$ cat src/rtl/wave_capture_pkg.sv
// Shared types and constants for the wave_capture trigger/capture slice.
// The optional ARMED timeout is enabled with WAVE_CAPTURE_TIMEOUT_EN.
package wave_capture_pkg;

    localparam int SAMPLE_W                = 16;
    localparam int ADDR_W                  = 9;
    localparam int CAPTURE_LEN             = 256;
    localparam int COUNT_W                 = $clog2(CAPTURE_LEN);
    localparam int TIMEOUT_SAMPLES_DEFAULT = 4096;

    typedef enum logic [1:0] {
        ARMED  = 2'd0,
        ACTIVE = 2'd1,
        WAIT   = 2'd2
    } state_t;

    // Signed high byte to offset-binary display byte.
    function automatic logic [7:0] to_display(input logic [7:0] hi);
        return {~hi[7], hi[6:0]};
    endfunction

endpackage

$ cat src/rtl/wave_capture_trig.sv
// Previous-sample register and positive zero-crossing detector.
// Built the same way with or without WAVE_CAPTURE_TIMEOUT_EN.
module wave_capture_trig
    import wave_capture_pkg::*;
(
    input  logic                clk,
    input  logic                reset,
    input  logic                sample_strobe,
    input  logic [SAMPLE_W-1:0] sample,
    output logic [SAMPLE_W-1:0] prev_sample,
    output logic                crossing
);

    always_ff @(posedge clk or negedge reset) begin
        if (!reset) begin
            prev_sample <= '0;
        end else if (sample_strobe) begin
            prev_sample <= sample;
        end
    end

    assign crossing = sample_strobe
                    & prev_sample[SAMPLE_W-1]
                    & ~sample[SAMPLE_W-1];

endmodule

$ cat src/rtl/wave_capture.sv
// Triggered capture of 256 samples into the idle half of a display RAM.
// Define WAVE_CAPTURE_TIMEOUT_EN to force a trigger after TIMEOUT_SAMPLES.
module wave_capture
    import wave_capture_pkg::*;
#(
    parameter int TIMEOUT_SAMPLES = TIMEOUT_SAMPLES_DEFAULT
) (
    input  logic                clk,
    input  logic                reset,
    input  logic                new_sample_ready,
    input  logic [SAMPLE_W-1:0] new_sample_in,
    input  logic                wave_display_idle,
    output logic [ADDR_W-1:0]   write_address,
    output logic                write_enable,
    output logic [7:0]          write_sample,
    output logic                read_index
);

    state_t             state;
    logic [COUNT_W-1:0] count;
    logic               crossing;

`ifdef WAVE_CAPTURE_TIMEOUT_EN
    localparam int TW = $clog2(TIMEOUT_SAMPLES + 1);
    logic [TW-1:0] tcnt;
`endif

    wave_capture_trig u_trig (
        .clk           (clk),
        .reset         (reset),
        .sample_strobe (new_sample_ready),
        .sample        (new_sample_in),
        .prev_sample   (),
        .crossing      (crossing)
    );

    always_ff @(posedge clk or negedge reset) begin
        if (!reset) begin
            state         <= ARMED;
            count         <= '0;
            read_index    <= 1'b0;
            write_enable  <= 1'b0;
            write_address <= '0;
            write_sample  <= '0;
`ifdef WAVE_CAPTURE_TIMEOUT_EN
            tcnt          <= '0;
`endif
        end else begin
            write_enable <= 1'b0;
            unique case (state)
                ARMED: begin
                    if (crossing) begin
                        state <= ACTIVE;
                        count <= '0;
`ifdef WAVE_CAPTURE_TIMEOUT_EN
                        tcnt  <= '0;
`endif
                    end
`ifdef WAVE_CAPTURE_TIMEOUT_EN
                    else if (new_sample_ready) begin
                        if (tcnt == TW'(TIMEOUT_SAMPLES - 1)) begin
                            state <= ACTIVE;
                            count <= '0;
                            tcnt  <= '0;
                        end else begin
                            tcnt <= tcnt + 1'b1;
                        end
                    end
`endif
                end
                ACTIVE: begin
                    if (new_sample_ready) begin
                        write_enable  <= 1'b1;
                        write_address <= {~read_index, count};
                        write_sample  <= to_display(new_sample_in[15:8]);
                        count         <= count + 1'b1;
                        if (count == COUNT_W'(CAPTURE_LEN - 1)) begin
                            state <= WAIT;
                        end
                    end
                end
                WAIT: begin
                    // Swap halves only once the display is off the waveform.
                    if (wave_display_idle) begin
                        read_index <= ~read_index;
                        state      <= ARMED;
`ifdef WAVE_CAPTURE_TIMEOUT_EN
                        tcnt       <= '0;
`endif
                    end
                end
                default: state <= ARMED;
            endcase
        end
    end

endmodule

$ cat config.mk
export PLATFORM = sky130hd
export DESIGN_NAME = wave_capture
export DESIGN_NICKNAME = d
export VERILOG_FILES = /design/src/rtl/wave_capture_pkg.sv /design/src/rtl/wave_capture_trig.sv /design/src/rtl/wave_capture.sv
export SDC_FILE = /design/constraint.sdc
export NUM_CORES = 1
export LEC_CHECK = 0
export BUFFER_PORTS_ARGS = -buffer_cell sky130_fd_sc_hd__buf_2
export CORE_MARGIN = 2
export CORE_UTILIZATION = 55
export CTS_BUF_LIST = sky130_fd_sc_hd__clkbuf_8
export DETAILED_ROUTE_END_ITERATION = 8
export PLACE_DENSITY = 0.89
export SETUP_SLACK_MARGIN = 0.1
export SLEW_MARGIN = 20
export SYNTH_ARGS = -nofsm -noshare
export SYNTH_HDL_FRONTEND = slang
export SYNTH_SLANG_ARGS = --single-unit
$ cat constraint.sdc
create_clock -name clk -period 2.7 [get_ports clk]
set_input_delay 0.135 -clock clk [delete_from_list [all_inputs] [get_ports clk]]
set_output_delay 0.135 -clock clk [all_outputs]
set_load 0.01 [all_outputs]
# Word level (Yosys, flattened, before mapping)
# Cells that the tools add are included.
# totals
reg_bits	45
in_bits	20
output_inout_bits	19
word_cells	35
# classes
n_addsub	1
eq_ne	7
n_mux	10
bitwise	4
n_reduce_logical	6
# ops
cell	count
2-to-1 mux 8 bit	2
case mux 8 bit (2 select lines)	1
adder 8 x 1 -> 8 bit (second input constant)	1
== test 8 bit (second input constant)	1
2-to-1 mux 2 bit	4
!= test 2 bit (second input constant)	4
case mux 2 bit (3 select lines)	1
AND reduction 2 bit	2
AND reduction 4 bit	1
AND reduction 3 bit	1
AND 1 bit	2
== test 2 x 1 -> 1 bit (second input constant)	1
== test 2 bit (second input constant)	1
zero test 2 bit	1
2-to-1 mux 1 bit	2
NOT 1 bit	2
nonzero test 2 bit	1

# Depth between registers and ports, before layout
# Gate-level depths: netlist of the first run.
# depth
depth_word	4
ltp_mapped	5

# Hierarchy
# From an unflattened synthesis of the first run, not the netlist that was laid out.
# unflattened
hier_cells	160
hier_area_um2	1876.8
# modules_own_cells
module	instances	cells_per_inst	area_per_inst_um2	seq_area_each_um2
wave_capture	1	125	1221.2	725.7
wave_capture_trig	1	35	655.6	400.4

# Least setup slack after synthesis of the first run
# No wires, ideal clock.
# synth_path
path_kind	reg2reg
start	register count[0]
end	register count[6]
setup_time_ps	123
t_arrival_ps	1142
required_ps	2577
setup_slack_ps	1435
stages_incl_launch_ff	6
path_buffers	0
period_less_slack_ps	1265
path_cell_list	dfrtp_1 > ha_1 > nand4_1 > or3_1 > nand3_1 > o21ai_1
# synth_via
elab_chain_cells	3
# synth_rtl
element	line_no	text
start, declared	wave_capture.sv:20	logic [COUNT_W-1:0] count;
start signal, assigned	wave_capture.sv:76	count <= count + 1'b1;
adder 8 x 1 -> 8 bit	wave_capture.sv:76	
2-to-1 mux 8 bit	wave_capture.sv:72	if (new_sample_ready) begin
case mux 8 bit (2 select lines)	wave_capture.sv:50	unique case (state)
# No other way between the ends. The select of a mux whose other input is x is not followed.
# A chain may end at the register's enable or synchronous reset.

# Worst setup path after layout of the first run
# layout_path
start	register state[1]
end	register count[7]
# layout_via
elab_chain_cells	3
elab_cells_between_ends	7
cone_classes	3 x eq/ne; 1 x mux; 3 x reduce/logical
# layout_rtl
element	line_no	text
start, declared	wave_capture.sv:19	state_t state;
start signal, assigned	wave_capture.sv:39	state <= ARMED;
start signal, assigned	wave_capture.sv:53	state <= ACTIVE;
start signal, assigned	wave_capture.sv:78	state <= WAIT;
== test 2 x 1 -> 1 bit / zero test 2 bit (equally long branches)	wave_capture.sv:50	
!= test 2 bit (no line) / nonzero test 2 bit (equally long branches)	n/a	
AND reduction 3 bit (no line)	n/a	
# Parallel ways exist; a longest one is shown, timed or not.

==> results of run 1 <==
## placed cells by master (no fill, tap or decap)
cell,n
bufinv_16,1
nand3b_1,1
o31ai_1,3
nand3b_4,1
nand4_1,2
o21ai_1,13
inv_2,1
buf_2,30
nand4_2,1
nor2b_1,3
nand2_1,50
nor2_1,4
dfrtp_1,30
clkbuf_8,6
inv_1,3
or3_1,2
ha_1,1
and3_1,1
nand2b_1,2
dlygate4sd3_1,1
xor2_1,1
o21ai_0,1
mux2_2,1
nand3_1,3
o211ai_1,1
## worst max-delay path: cells and delay by family, from the launching register on
family	cells	cell delay (ns)
AO/OA/AOI/OAI	2	0.30
buffers and inverters	1	0.33
flip-flops	1	0.41
AND/OR/NAND/NOR	2	0.54
## metrics by stage
stage / util / cell area [um2] / total power [uW]
finish: 0.704 / 1530 / 1250
global route: 0.704 / 1530 / 1320
CTS: 0.704 / 1530 / 1260
detailed placement: 0.647 / 1400 / 813
global placement: 0.647 / 1400 / 797
floorplan: - / 1230 / 718
## power by group through the flow
stage               clock network, uW  registers (uW)  logic (uW)
detailed placement                  0             589         224
finish                            448             583         222
global placement                    0             584         213
global route                      478             592         250
floorplan                           0             607         110
CTS                               455             582         226
## kinds of logic (layout without fill, tap and decap cells)
family          count (synthesis)  after routing  synth area share
buf+inv                         7             42            0.0224
compound gates                 18             18            0.0813
mux                             1              1           0.00915
flops                          30             30             0.610
simple gates                   70             70             0.260
fa+ha+maj                       1              1            0.0102
xor+xnor                        1              1           0.00712
## cell type report
type | instances | share of cell area
timing repair buffer | 31 | 0.105
tap | 28 | 0.0230
inverter | 4 | 0.00984
clock inverter | 1 | 0.0197
clock buffer | 6 | 0.0541
sequential | 30 | 0.492
multi-input combinational | 91 | 0.297
## repair_timing
action / in CTS / in global routing
resized for setup: 0 / 0
hold buffers: 1 / 0
endpoints found under the hold margin: 30 / 0
## worst max-delay path by stage
stage               endpoint  depth (start not counted)  startpoint  slack (ns)
floorplan           count[6]                          5    count[0]        1.43
detailed placement  count[7]                          5    state[1]        1.02
finish              count[7]                          5    state[1]        1.01
global placement    count[7]                          5    state[1]        1.09
CTS                 count[7]                          5    state[1]        1.00
global route        count[7]                          5    state[1]        0.86
## sequential cells by signal, summed over array words and instances (netlist names)
signal and count:
write_address 9, write_sample 8, count 8, write_enable 1
state 2, read_index 1, u_trig.prev_sample 1
## metal layers
| metal | track usage | vias up |
|---|---|---|
| met5 | 0 | - |
| met4 | 0.0877 | 0 |
| met3 | 0.0848 | 6 |
| met2 | 0.327 | 31 |
| met1 | 0.238 | 473 |
| li1 | - | 486 |
==> summary.txt, run 1 <==
Drt
  • Met2 wire length: 1180 um
  • Routed via count: 996
  • DRC Markers: 0
  • Avg WL per Cell: 12.2 um
  • Initial DRC Count: 7
  • Top routing layer used: met4
  • ANT nets after route: 0
  • Drt total wl: approximately 2300 um
  • Vias per cell: 5.21
  • Met3 Wirelength: 150 um
  • First-pass iteration count of the detailed router: 4
  • Wire length on met1: roughly 970 um

Floorplan
  • Die Height: 51.3 um
  • Initial Util: 0.567
  • FP Rows: 17
  • Die area: 2630 um2
  • # IOs: 39
  • Die width: around 50 um
  • CORE AREA: 2170 um2

STA
  • Max Slew Vio Count: 0
  • Endpoints failing setup: 0
  • Hold WS: about 0.040 ns
  • Worst-Margin Slew: 0.642 ns
  • Tmin final: 1.69 ns
  • Final count of hold timing violations: 0
  • Rel. slew slack: 0.572
  • Worst Slack Setup Final: 1.01 ns
  • Fmax: 0.590 GHz
  • Worst Skew: 0.0112 ns
  • RSZ-0062 raised after global routing: false
  • Crit share post-route: 0.627
  • Setup TNS: 0 ns

Placed design
  • Placed Instances: 183
  • Pre-CTS setup slack: 1.02 ns
  • Post-DP HPWL: 1660 um
  • IO buf count: 30
  • Final GP Congestion: around 0.85

Synth
  • Synth area leader: dfrtp_1
  • Syn Nets: 149
  • Synth top area share: 0.610
  • Count leader, synth: nand2_1
  • Syn Std Cell Area: 1230 um2
  • Commonest cells in the netlist: nand2_1 (50), dfrtp_1 (30), o21ai_1 (13)
  • Post-synthesis sequential area ratio: 0.610
  • Ys flop type: dfrtp_1
  • Average instance area after synthesis: 9.62 um2
  • Number of synthesized register bits: 30
  • Synth area leaders: dfrtp_1 (61%), nand2_1 (15%), o21ai_1 (5.3%)
  • Post-synth ARST share: 1.00
  • Post-synthesis cell type count: 23
  • Gate Count Post-Synth: 128
  • Post-synth EDFFs: 0
  • Yosys warns: 0

Worst hold path
  • Hold_sp: new_sample_in[12]
  • Hold Path Class: primary input to flop
  • Hold Path Stages: 3
  • Hold Path Sink: write_sample[4]

Power and ir drop
  • Switch Pwr: approximately 340 uW
  • Clk pwr share: 0.358
  • Net Sw Frac: 0.274
  • Power Dens Cells: slightly above 800 nW/um2
  • Pleak: around 0.00081 uW
  • Seq pwr share: 0.465
  • VDD IR-drop max: 0.608 mV
  • Logic pwr share: 0.177
  • Internal power: 910 uW

CTS
  • CTS Root Cell: clkbuf_8
  • CTS tree: built
  • Worst-skew pair later-pin latency: between 0.2 and 0.3 ns
  • Depth of the CTS H-tree: 2
  • Worst-path clk slew: 0.06 ns
  • Longest Clk Path Bufs: 2
  • # Post-CTS Setup Buffers: 0
  • Num CTS Buffers: 5
  • Clk sink count: 30

Global route
  • Total global routing overflow: 0
  • Largest net degree at the start of global routing: 31
  • Global-route wire length before repair: 3810 um
  • Initial antenna violation count: 0
  • Total GRT Usage: 0.203
  • Vias in the first global route: 920

Setup path
  • Worst path slowest cell: dfrtp_1
  • Arrival time worst endpoint: about 1.9 ns
  • CP startpoint kind: flop
  • Kind of critical path: flop to flop
  • Worst R2R Setup Slack: 1.01 ns
  • Worst R2R End: count[7]
  • Reg2Reg Depth: 5
  • Crit path max fanout: 25
  • Reg-to-Reg Start: state[1]
  • Critical path, cell by cell: nand3b_4, inv_2, nand4_2, o211ai_1, o31ai_1
  • Required time of the critical path: about 2.9 ns
  • CP max stage delay: 0.41 ns
  • Worst setup EP type: flop

Finish
  • Area of the multi-input gates: 453 um2
  • Antenna diode count: 0
  • Finished Layout Cells: 191
  • Layout cells sized above 1: 0.252
  • Storage element area: 751 um2
  • Final net count: 184
  • Filler Cells Inserted: 180
  • Area grow syn2layout: 24.0%

Run status
  • Status: completed

Job
  • MaxCap Viol Count: 0
Note: power is estimated with default switching activity, not from simulation.
==> run 2: changes to the inputs <==
Settings changed: CORE_UTILIZATION 55 to 52, PLACE_DENSITY 0.89 to 0.85.
Clock period 2.7 ns to 1.7 ns, I/O delays scaled along.
==> summary.txt, run 2 (same netlist as run 1, synthesis figures left out) <==
Setup path
  • Crit path max fanout: 5 (was 25)
  • Arrival time worst endpoint: 1.57 ns (was 1.85 ns)
  • Worst setup EP type: flop (unchanged)
  • Reg2Reg Depth: 5 (unchanged)
  • CP max stage delay: 0.40 ns (was 0.41 ns)
  • Reg-to-Reg Start: count[0] (was state[1])
  • Kind of critical path: flop to flop (unchanged)
  • Worst R2R Setup Slack: 0.30 ns (was 1.01 ns)
  • Critical path, cell by cell: ha_1, nand4_1, or3_1, nand3_1, o21ai_1 (was nand3b_4, inv_2, nand4_2, o211ai_1, o31ai_1)
  • CP startpoint kind: flop (unchanged)
  • Required time of the critical path: 1.86 ns (was 2.86 ns)
  • Worst path slowest cell: dfrtp_1 (unchanged)
  • Worst R2R End: count[6] (was count[7])

STA
  • RSZ-0062 raised after global routing: false (unchanged)
  • Fmax: 0.713 GHz (was 0.590 GHz)
  • Max Slew Vio Count: 0 (unchanged)
  • Worst Slack Setup Final: 0.297 ns (was 1.01 ns)
  • Tmin final: 1.40 ns (was 1.69 ns)
  • Rel. slew slack: 0.572 (about the same)
  • Endpoints failing setup: 0 (unchanged)
  • Setup TNS: 0 ns (unchanged)
  • Crit share post-route: 0.825 (was 0.627)
  • Final count of hold timing violations: 0 (unchanged)
  • Worst Skew: 0.00380 ns (was 0.0112 ns)
  • Worst-Margin Slew: 0.642 ns (about the same)

Floorplan
  • CORE AREA: 2230 um2 (was 2170 um2)
  • Die Height: 52.7 um (was 51.3 um)
  • Die area: 2770 um2 (was 2630 um2)
  • # IOs: 39 (unchanged)
  • FP Rows: 17 (unchanged)
  • Die width: 52.7 um (was 51.3 um)
  • Initial Util: 0.551 (was 0.567)

Power and ir drop
  • Internal power: 1300 uW (was 910 uW)
  • Power Dens Cells: 1200 nW/um2 (was 821 nW/um2)
  • Net Sw Frac: 0.295 (was 0.274)
  • Switch Pwr: 543 uW (was 343 uW)
  • Seq pwr share: 0.505 (was 0.465)
  • VDD IR-drop max: 1.04 mV (was 0.608 mV)
  • Logic pwr share: 0.200 (was 0.177)
  • Pleak: 0.000818 uW (was 0.000814 uW)
  • Clk pwr share: 0.295 (was 0.358)

Drt
  • Initial DRC Count: 18 (was 7)
  • Drt total wl: 2500 um (was 2340 um)
  • Vias per cell: 5.23 (was 5.21)
  • First-pass iteration count of the detailed router: 4 (unchanged)
  • DRC Markers: 0 (unchanged)
  • ANT nets after route: 0 (unchanged)
  • Avg WL per Cell: 12.9 um (was 12.2 um)
  • Routed via count: 1014 (was 996)

Job
  • MaxCap Viol Count: 0 (unchanged)

Placed design
  • Post-DP HPWL: 1820 um (was 1660 um)
  • IO buf count: 30 (unchanged)
  • Placed Instances: 185 (was 183)
  • Pre-CTS setup slack: 0.310 ns (was 1.02 ns)
  • Final GP Congestion: 0.858 (was 0.846)

Worst hold path
  • Hold Path Stages: 2 (was 3)
  • Hold Path Sink: state[1] (was write_sample[4])
  • Hold_sp: wave_display_idle (was new_sample_in[12])
  • Hold Path Class: primary input to flop (unchanged)

Global route
  • Total GRT Usage: 0.206 (was 0.203)
  • Largest net degree at the start of global routing: 31 (unchanged)
  • Vias in the first global route: 918 (was 920)
  • Global-route wire length before repair: 3870 um (was 3810 um)
  • Initial antenna violation count: 0 (unchanged)
  • Total global routing overflow: 0 (unchanged)

CTS
  • CTS Root Cell: clkbuf_8 (unchanged)
  • # Post-CTS Setup Buffers: 0 (unchanged)
  • Longest Clk Path Bufs: 2 (unchanged)
  • CTS tree: built (unchanged)
  • Depth of the CTS H-tree: 2 (unchanged)
  • Num CTS Buffers: 5 (unchanged)
  • # resized after CTS: 0 (unchanged)
  • Clk sink count: 30 (unchanged)
  • Worst-skew pair later-pin latency: 0.28 ns (about the same)
  • Worst-path clk slew: 0.06 ns (about the same)

Finish
  • Biggest registers after layout: write_address: 9 flops, count: 8 flops, write_sample: 8 flops (unchanged)
  • Filler Cells Inserted: 197 (was 180)
  • Finished Layout Cells: 194 (was 191)
  • Commonest non-fill, non-tap cells in the layout: nand2_1 (50), dfrtp_1 (30), buf_2 (30) (unchanged)
  • Core Util, Final: 0.686 (was 0.704)
  • Commonest non-fill, non-tap cell in the layout: nand2_1 (unchanged)
  • Area grow syn2layout: 24.4% (was 24.0%)
  • Largest register FFs: 9 (unchanged)
  • Area of the multi-input gates: 453 um2 (unchanged)
  • Storage element area: 751 um2 (unchanged)
  • Layout cells sized above 1: 0.253 (was 0.252)
  • Register with the most flip-flops: write_address (unchanged)
  • Final net count: 188 (was 184)
  • Antenna diode count: 0 (unchanged)

Run status
  • Status: completed (unchanged)
-- run 2: cell count changes in the layout (fill, tap and decap cells not counted), sizes merged --
cell,delta
buf,+2
dlygate4sd3,+2
bufinv,-1
-- run 2: final cells by class --
cell class | instances | area share
inverter | 4 | 0.00980
sequential | 30 | 0.490
clock buffer | 6 | 0.0539
multi-input combinational | 91 | 0.296
timing repair buffer | 35 | 0.127
tap | 28 | 0.0229
-- run 2: critical path, delay by kind of cell, from the launching register on --
family / cells / cell delay (ns)
fa+ha+maj: 1 / 0.24
simple gates: 3 / 0.58
flops: 1 / 0.40
compound gates: 1 / 0.06
-- run 2: worst max-delay path by stage --
stage / end / depth (start not counted) / slack [ns] / start
6_report: count[6] / 5 / 0.30 / count[0]
5_1_grt: count[6] / 5 / 0.19 / count[0]
4_1_cts: count[6] / 5 / 0.30 / count[0]
3_5_place_dp: count[6] / 5 / 0.31 / count[0]
3_3_place_gp: count[6] / 5 / 0.36 / count[0]
2_1_floorplan: count[6] / 5 / 0.43 / count[0]
-- run 2: power groups by stage --
stage	registers [uW]	logic (uW)	clock network, uW
after floorplan	964	175	0
after global placement	929	348	0
after detailed placement	943	367	0
after CTS	931	373	558
after global routing	947	422	585
final	929	368	543
-- run 2: what timing repair did --
item                                    CTS  global route
endpoints found under the hold margin    32             0
endpoints found under the setup margin    0             0
hold buffers                              3             0
-- run 2: per-layer routing --
| metal | share of wire | wire, um | vias up | track usage |
|---|---|---|---|---|
| li1 | - | - | 494 | - |
| met1 | 0.44 | 1100 | 486 | 0.237 |
| met2 | 0.50 | 1240 | 32 | 0.325 |
| met3 | 0.058 | 145 | 2 | 0.103 |
| met4 | 0.0064 | 16 | 0 | 0.0812 |
| met5 | 0 | 0 | - | 0 |
-- run 2: per-stage QoR --
stage	total power [uW]	cell area [um2]	hold slack, ns
finish	1840	1530	0.000877
global route	1950	1530	0.0101
CTS	1860	1530	0.00114
detailed placement	1310	1420	0.152
global placement	1280	1420	0.139
floorplan	1140	1230	-0.211
